==> config.mk <==
export PLATFORM = sky130hd
export DESIGN_NAME = debug_unit
export DESIGN_NICKNAME = d
export VERILOG_FILES = /design/src/rtl/debug_pkg.sv /design/src/rtl/debug_frame_mux.sv /design/src/rtl/debug_unit.sv
export SDC_FILE = /design/constraint.sdc
export NUM_CORES = 2
export LEC_CHECK = 0
export CAP_MARGIN = 20
export CORE_AREA = 2 2 448 450
export CTS_CLUSTER_DIAMETER = 120
export DETAILED_ROUTE_END_ITERATION = 10
export DIE_AREA = 0 0 450 452
export PLACE_DENSITY_LB_ADDON = 0.3
export SLEW_MARGIN = 5
export SYNTH_ARGS = -nofsm -noshare
export SYNTH_HDL_FRONTEND = slang
export SYNTH_SLANG_ARGS = --single-unit
==> constraint.sdc <==
create_clock -name i_clk -period 5.08 [get_ports i_clk]
set_input_delay 0.508 -clock i_clk [delete_from_list [all_inputs] [get_ports i_clk]]
set_output_delay 0.508 -clock i_clk [all_outputs]
set_load 0.02 [all_outputs]
==> src/rtl/debug_pkg.sv <==
// Shared types and frame layout for the debug unit: FSM states and word slots of the report frame.
// Purely declarative; no logic, no latency.
package debug_pkg;

  typedef enum logic [2:0] {
    S_IDLE,
    S_RUN,
    S_STEP,
    S_SETTLE,
    S_SNAP,
    S_SEND,
    S_WAIT_TX,
    S_HALTED
  } state_t;

  // Word slots inside the report frame; the memory word follows the last register.
  localparam int W_PC     = 0;
  localparam int W_CICLOS = 1;
  localparam int W_REG0   = 2;

endpackage

==> src/rtl/debug_frame_mux.sv <==
// Combinational byte selector over the snapshot words; zero latency, no flow control.
// Byte index -> word index / 4, lane index % 4 (LSB first).
module debug_frame_mux
  import debug_pkg::*;
#(
  parameter int N_BITS = 32,
  parameter int N_REGS = 32
) (
  input  logic [N_BITS-1:0]        i_pc,
  input  logic [N_BITS-1:0]        i_ciclos,
  input  logic [N_BITS*N_REGS-1:0] i_registros,
  input  logic [N_BITS-1:0]        i_data_memory,
  input  logic [7:0]               i_index,
  output logic [7:0]               o_byte
);

  localparam int BPW   = N_BITS / 8;
  localparam int W_MEM = W_REG0 + N_REGS;

  int                w_word;
  int                w_lane;
  logic [N_BITS-1:0] w_word_dat;

  always_comb begin
    w_word     = int'(i_index) / BPW;
    w_lane     = int'(i_index) % BPW;
    w_word_dat = '0;
    if (w_word == W_PC) begin
      w_word_dat = i_pc;
    end else if (w_word == W_CICLOS) begin
      w_word_dat = i_ciclos;
    end else if (w_word >= W_REG0 && w_word < W_MEM) begin
      w_word_dat = i_registros[(w_word - W_REG0)*N_BITS +: N_BITS];
    end else if (w_word == W_MEM) begin
      w_word_dat = i_data_memory;
    end
    o_byte = w_word_dat[w_lane*8 +: 8];
  end

endmodule

==> src/rtl/debug_unit.sv <==
// Debug control/report FSM: decodes UART commands into pipeline run/step controls, then snapshots state
// and streams a 140-byte frame to TX; one byte per start/done handshake, all outputs registered.
module debug_unit
  import debug_pkg::*;
#(
  parameter int         N_BITS   = 32,
  parameter int         N_REGS   = 32,
  parameter logic [7:0] CMD_CONT = 8'h63,
  parameter logic [7:0] CMD_STEP = 8'h73
) (
  input  logic                     i_clk,
  input  logic                     i_reset,
  input  logic [7:0]               i_rx_data,
  input  logic                     i_rx_done,
  input  logic                     i_tx_done,
  input  logic [N_BITS-1:0]        i_pc,
  input  logic [N_BITS-1:0]        i_ciclos,
  input  logic [N_BITS*N_REGS-1:0] i_registros,
  input  logic [N_BITS-1:0]        i_data_memory,
  input  logic                     i_halt,
  output logic                     o_valid,
  output logic                     o_exec_mode,
  output logic                     o_step,
  output logic [7:0]               o_tx_data,
  output logic                     o_tx_start,
  output logic                     o_busy
);

  localparam int FRAME_BYTES = (N_REGS + 3) * (N_BITS / 8);

  state_t                  r_state, w_state_nxt;
  logic [7:0]              r_idx, w_idx_nxt;
  logic [N_BITS-1:0]       r_pc, r_ciclos, r_mem;
  logic [N_BITS*N_REGS-1:0] r_regs;
  logic                    r_halt_lat;
  logic                    r_valid, r_exec_mode, r_step, r_tx_start, r_busy;
  logic [7:0]              r_tx_data;

  logic [N_BITS-1:0]        w_src_pc, w_src_ciclos, w_src_mem;
  logic [N_BITS*N_REGS-1:0] w_src_regs;
  logic [7:0]               w_byte;
  logic                     w_halt_set;

  // The first byte is loaded on the same edge that captures the snapshot, so read live inputs in SNAP.
  assign w_src_pc     = (r_state == S_SNAP) ? i_pc          : r_pc;
  assign w_src_ciclos = (r_state == S_SNAP) ? i_ciclos      : r_ciclos;
  assign w_src_regs   = (r_state == S_SNAP) ? i_registros   : r_regs;
  assign w_src_mem    = (r_state == S_SNAP) ? i_data_memory : r_mem;
  assign w_halt_set   = i_halt && (r_state == S_RUN || r_state == S_SNAP);

  debug_frame_mux #(.N_BITS(N_BITS), .N_REGS(N_REGS)) u_frame_mux (
    .i_pc          (w_src_pc),
    .i_ciclos      (w_src_ciclos),
    .i_registros   (w_src_regs),
    .i_data_memory (w_src_mem),
    .i_index       (w_idx_nxt),
    .o_byte        (w_byte)
  );

  always_comb begin
    w_state_nxt = r_state;
    w_idx_nxt   = r_idx;
    case (r_state)
      S_IDLE: begin
        if (i_rx_done && i_rx_data == CMD_CONT)      w_state_nxt = S_RUN;
        else if (i_rx_done && i_rx_data == CMD_STEP) w_state_nxt = S_STEP;
      end
      S_RUN:    if (i_halt) w_state_nxt = S_SNAP;
      S_STEP:   w_state_nxt = S_SETTLE;
      S_SETTLE: w_state_nxt = S_SNAP;
      S_SNAP: begin
        w_state_nxt = S_SEND;
        w_idx_nxt   = 8'd0;
      end
      S_SEND:   w_state_nxt = S_WAIT_TX;
      S_WAIT_TX: begin
        if (i_tx_done) begin
          if (r_idx == 8'(FRAME_BYTES - 1)) begin
            w_state_nxt = r_halt_lat ? S_HALTED : S_IDLE;
          end else begin
            w_idx_nxt   = r_idx + 8'd1;
            w_state_nxt = S_SEND;
          end
        end
      end
      S_HALTED: w_state_nxt = S_HALTED;
      default:  w_state_nxt = S_IDLE;
    endcase
  end

  always_ff @(posedge i_clk or negedge i_reset) begin
    if (!i_reset) begin
      r_state     <= S_IDLE;
      r_idx       <= '0;
      r_pc        <= '0;
      r_ciclos    <= '0;
      r_regs      <= '0;
      r_mem       <= '0;
      r_halt_lat  <= 1'b0;
      r_valid     <= 1'b0;
      r_exec_mode <= 1'b0;
      r_step      <= 1'b0;
      r_tx_start  <= 1'b0;
      r_tx_data   <= '0;
      r_busy      <= 1'b0;
    end else begin
      r_state <= w_state_nxt;
      r_idx   <= w_idx_nxt;
      if (r_state == S_SNAP) begin
        r_pc     <= i_pc;
        r_ciclos <= i_ciclos;
        r_regs   <= i_registros;
        r_mem    <= i_data_memory;
      end
      if (w_halt_set) r_halt_lat <= 1'b1;
      // Outputs are Moore functions of the next state, registered so they align with the state.
      r_valid    <= (w_state_nxt == S_RUN) || (w_state_nxt == S_STEP);
      r_step     <= (w_state_nxt == S_STEP);
      r_tx_start <= (w_state_nxt == S_SEND);
      r_busy     <= (w_state_nxt == S_SNAP) || (w_state_nxt == S_SEND) || (w_state_nxt == S_WAIT_TX);
      if (w_state_nxt == S_SEND) r_tx_data <= w_byte;
      if (w_state_nxt == S_STEP)     r_exec_mode <= 1'b1;
      else if (w_state_nxt == S_RUN) r_exec_mode <= 1'b0;
    end
  end

  assign o_valid     = r_valid;
  assign o_exec_mode = r_exec_mode;
  assign o_step      = r_step;
  assign o_tx_data   = r_tx_data;
  assign o_tx_start  = r_tx_start;
  assign o_busy      = r_busy;

endmodule

==> results by group <==
Run
  – Max Cap Violations: 0

Final layout
  – Fill count: 19336
  – Final nets: 6240
  – Final core area utilization: 0.375
  – Multi-input gate area: 0.0235 sq mm
  – Sequential cell area: 0.0287 sq mm
  – Share of cells above drive strength 1: 0.330
  – Non-Filler Instances: 7944
  – Layout area overhead: 38.6%

Clocking
  – Worst skew pair latency: 0.81 ns
  – CTS Sinks: 1145
  – Setup Fix Bufs, Post-CTS: 0
  – Clock buffer count from CTS: 142
  – Htree depth: 4
  – Clock slew at reported path FFs: 0.06 ns
  – CTS Buffer Depth: 3
  – Clock tree from TritonCTS: built
  – CTS Root Cell: clkbuf_16

Setup path
  – Critical path type: reg -> reg
  – Startpoint Class: flip-flop
  – Crit-path slowest cell: a221oi_1
  – Buffers & Inverters on Critical Path: 4
  – Arr. time, crit path: 5.56 ns
  – Setup crit end kind: flip-flop
  – Largest delay share family, worst path: compound AO/OA/AOI/OAI gates
  – Largest stage delay on the critical path: 0.85 ns
  – CP Cell Sequence: nand2b_2 > a21oi_1 > o22ai_4 > inv_2 > ha_1 > buf_4 > nand2b_1 > a21oi_1 > a311o_1 > or3_4 > buf_12 > buf_12 > mux2i_1 > a22o_1 > a221oi_1 > a31oi_1 > o22ai_1 > mux2_2
  – CP Max Fanout: 30
  – Worst EP required: 5.82 ns

Synth
  – Register bit total from synthesis: 1145
  – Syn Inst Count: 3854
  – Post-synth cell types: 89
  – Post-synth EDFFs: 0
  – Synth async-reset ratio: 1.00
  – Seq/Total Area, Yosys: 0.534
  – Synth Area per Inst: 13.9 sq um
  – Post-synthesis cell area: 0.0537 sq mm
  – Synth warn: 0
  – Top FF cell, synth: dfrtp_1
  – Synthesized net count: 4990

Floorplanning
  – Site Rows: 164
  – Area of the die: 0.203 sq mm
  – Ports: 1146
  – Core area: 0.199 sq mm
  – Die Ht: 452 microns
  – Die width: 450 microns
  – Initial core utilization: 0.270

STA
  – Worst-Margin Slew: 1.11 ns
  – Worst clock skew: 0.0350 ns
  – Hold slack: 0.316 ns
  – Min cycle time layout: 4.82 ns
  – Slew headroom: 0.261
  – Max Transition Viols Final: 0
  – Hold Fails Final Rpt: 0
  – Max Clock Freq: 207 MHz
  – Period utilisation layout: 0.949
  – RSZ-0062 raised after global routing: no
  – # setup viols final: 0

Hold path
  – Hold Path Class: in -> reg

GRT
  – First-pass GRT wire length: 340000 microns
  – Gr usage total: 0.241
  – Largest net degree at the start of global routing: 129
  – Initial antenna violation count: 162
  – Vias in the first global route: 41158
  – Total grt overflow: 0

Drt
  – Residual DRC: 0
  – Routed Antenna Nets: 0
  – Vias: 38701
  – Wire per inst: 31.6 microns
  – Vias per inst: 4.87
  – WL final: 251000 microns
  – DRT Pass-1 Iters: 8
  – Initial detailed-routing violation count: 2540

Outcome
  – Status: complete, no violations

Placed design
  – Placer Congestion: 0.909
  – Post-DP HPWL: 198000 microns
  – Dpl cells: 7614
  – # port buffers: 1145

Pwr
  – Worst VDD drop: 268 uV
  – Pwr dens: 535 mW/mm^2
  – Pleak: 31.6 nW
[worst register-to-register path, stage by stage (launching register included)]
cell and delay (ns):
dfrtp_1 0.49, nand2b_2 0.36, a21oi_1 0.12, o22ai_4 0.17, inv_2 0.07, ha_1 0.19
buf_4 0.18, nand2b_1 0.10, a21oi_1 0.07, a311o_1 0.36, or3_4 0.41, buf_12 0.19
buf_12 0.22, mux2i_1 0.20, a22o_1 0.24, a221oi_1 0.85, a31oi_1 0.22, o22ai_1 0.16
mux2_2 0.16
[synth_stat cells, types with 15 or more instances]
cell type | instances | area [sq um]
o22ai_1 | 19 | 119
a21oi_1 | 39 | 195
buf_4 | 48 | 360
mux2_2 | 1139 | 12800
nor2_1 | 253 | 950
o21ai_0 | 25 | 125
nor3_1 | 52 | 260
dfrtp_1 | 1145 | 28700
buf_2 | 161 | 806
inv_1 | 15 | 56.3
nand2_1 | 91 | 342
nand3_1 | 24 | 120
mux2i_1 | 431 | 4310
clkbuf_1 | 41 | 154
mux4_2 | 94 | 2120
[through the flow]
| stage | area [sq um] | TNS, ns | worst slack (ns) | power [mW] |
|---|---|---|---|---|
| 2_1_floorplan | 53700 | 0 | 0.656 | 22.5 |
| 3_3_place_gp | 69300 | -1.10 | -0.456 | 29.1 |
| 3_5_place_dp | 69300 | -0.924 | -0.485 | 29.4 |
| 4_1_cts | 74200 | 0 | 0.277 | 40.2 |
| 5_1_grt | 74400 | 0 | 0.0926 | 41.8 |
| 6_report | 74400 | 0 | 0.260 | 39.8 |
[layout make-up]
type,instances,area share
well taps,2656,0.0447
clock inverters,44,0.00933
repair buffers,1373,0.185
inverters,18,0.00108
multi-input cells,2424,0.316
flip-flops and latches,1145,0.385
diodes,79,0.00266
clock buffers,205,0.0558
[registers in the layout (all words and copies together) (netlist names)]
signal       cells
o_exec_mode      1
o_tx_start       1
r_state          3
o_valid          1
o_step           1
r_regs        1024
r_halt_lat       1
r_idx            8
o_tx_data        8
r_ciclos        32
r_mem           32
o_busy           1
r_pc            32
[what timing repair did]
item                                    CTS  global route
endpoints found under the setup margin    1             0
hold endpoints to repair                101             0
gates resized for setup                   1             0
hold buffers                              1             0
[cell usage in the layout (no fill, tap or decap), types with 9 or more instances in the layout]
cell / n
a211oi_1: 11
a21oi_1: 39
a22oi_1: 9
buf_12: 48
buf_4: 179
bufinv_16: 10
clkbuf_1: 29
clkbuf_16: 144
clkbuf_8: 32
clkdlybuf4s50_1: 1144
clkinv_2: 13
dfrtp_1: 1145
diode_2: 79
inv_1: 14
mux2_2: 1139
mux2i_1: 431
mux4_2: 94
nand2_1: 91
nand2b_1: 14
nand3_1: 24
nor2_1: 253
nor3_1: 50
nor4_1: 11
o211ai_1: 14
o21ai_0: 24
o22ai_1: 18
or3_1: 13
[kinds of logic (layout without fill, tap and decap cells)]
logic type | after synthesis | after routing | synth area share
AOI/OAI and AO/OA | 243 | 243 | 0.0335
xor gates and xnor gates | 2 | 2 | 0.000466
adders and majority gates | 3 | 3 | 0.000699
buffers and inverters | 285 | 1640 | 0.0292
DFF | 1145 | 1145 | 0.534
muxes | 1665 | 1665 | 0.359
other | 0 | 79 | 0
and+or+nand+nor | 511 | 511 | 0.0433
[where the power goes]
group	internal (mW)	switching, mW
sequential	13.3	1.07
clock	6.23	4.37
combinational	7.00	7.91
[per-layer routing]
metal / wire (microns) / global-route usage / part of all wire / vias to the layer above
met5: 487 / 0 / 0.0019 / -
met2: 122000 / 0.395 / 0.49 / 1341
met1: 102000 / 0.293 / 0.41 / 20160
li1: - / - / - / 16644
met3: 14400 / 0.0591 / 0.058 / 482
met4: 11300 / 0.122 / 0.045 / 74
[final timing paths]
kind | from | endpoint | slack [ns] | cells after the start
worst max-delay path | r_state[0] | o_tx_data[2] | 0.26 | 18
worst min-delay path | i_registros[997] | r_regs[997] | 0.32 | 2
worst max register to register | r_state[0] | o_tx_data[2] | 0.26 | 18
worst min register to register | r_ciclos[8] | r_ciclos[8] | 0.48 | 2
max in group asynchronous | i_reset | r_regs[412] | 3.24 | 3
min in group asynchronous | i_reset | r_regs[1018] | 0.37 | 2
(Power assumes the default switching activity.)
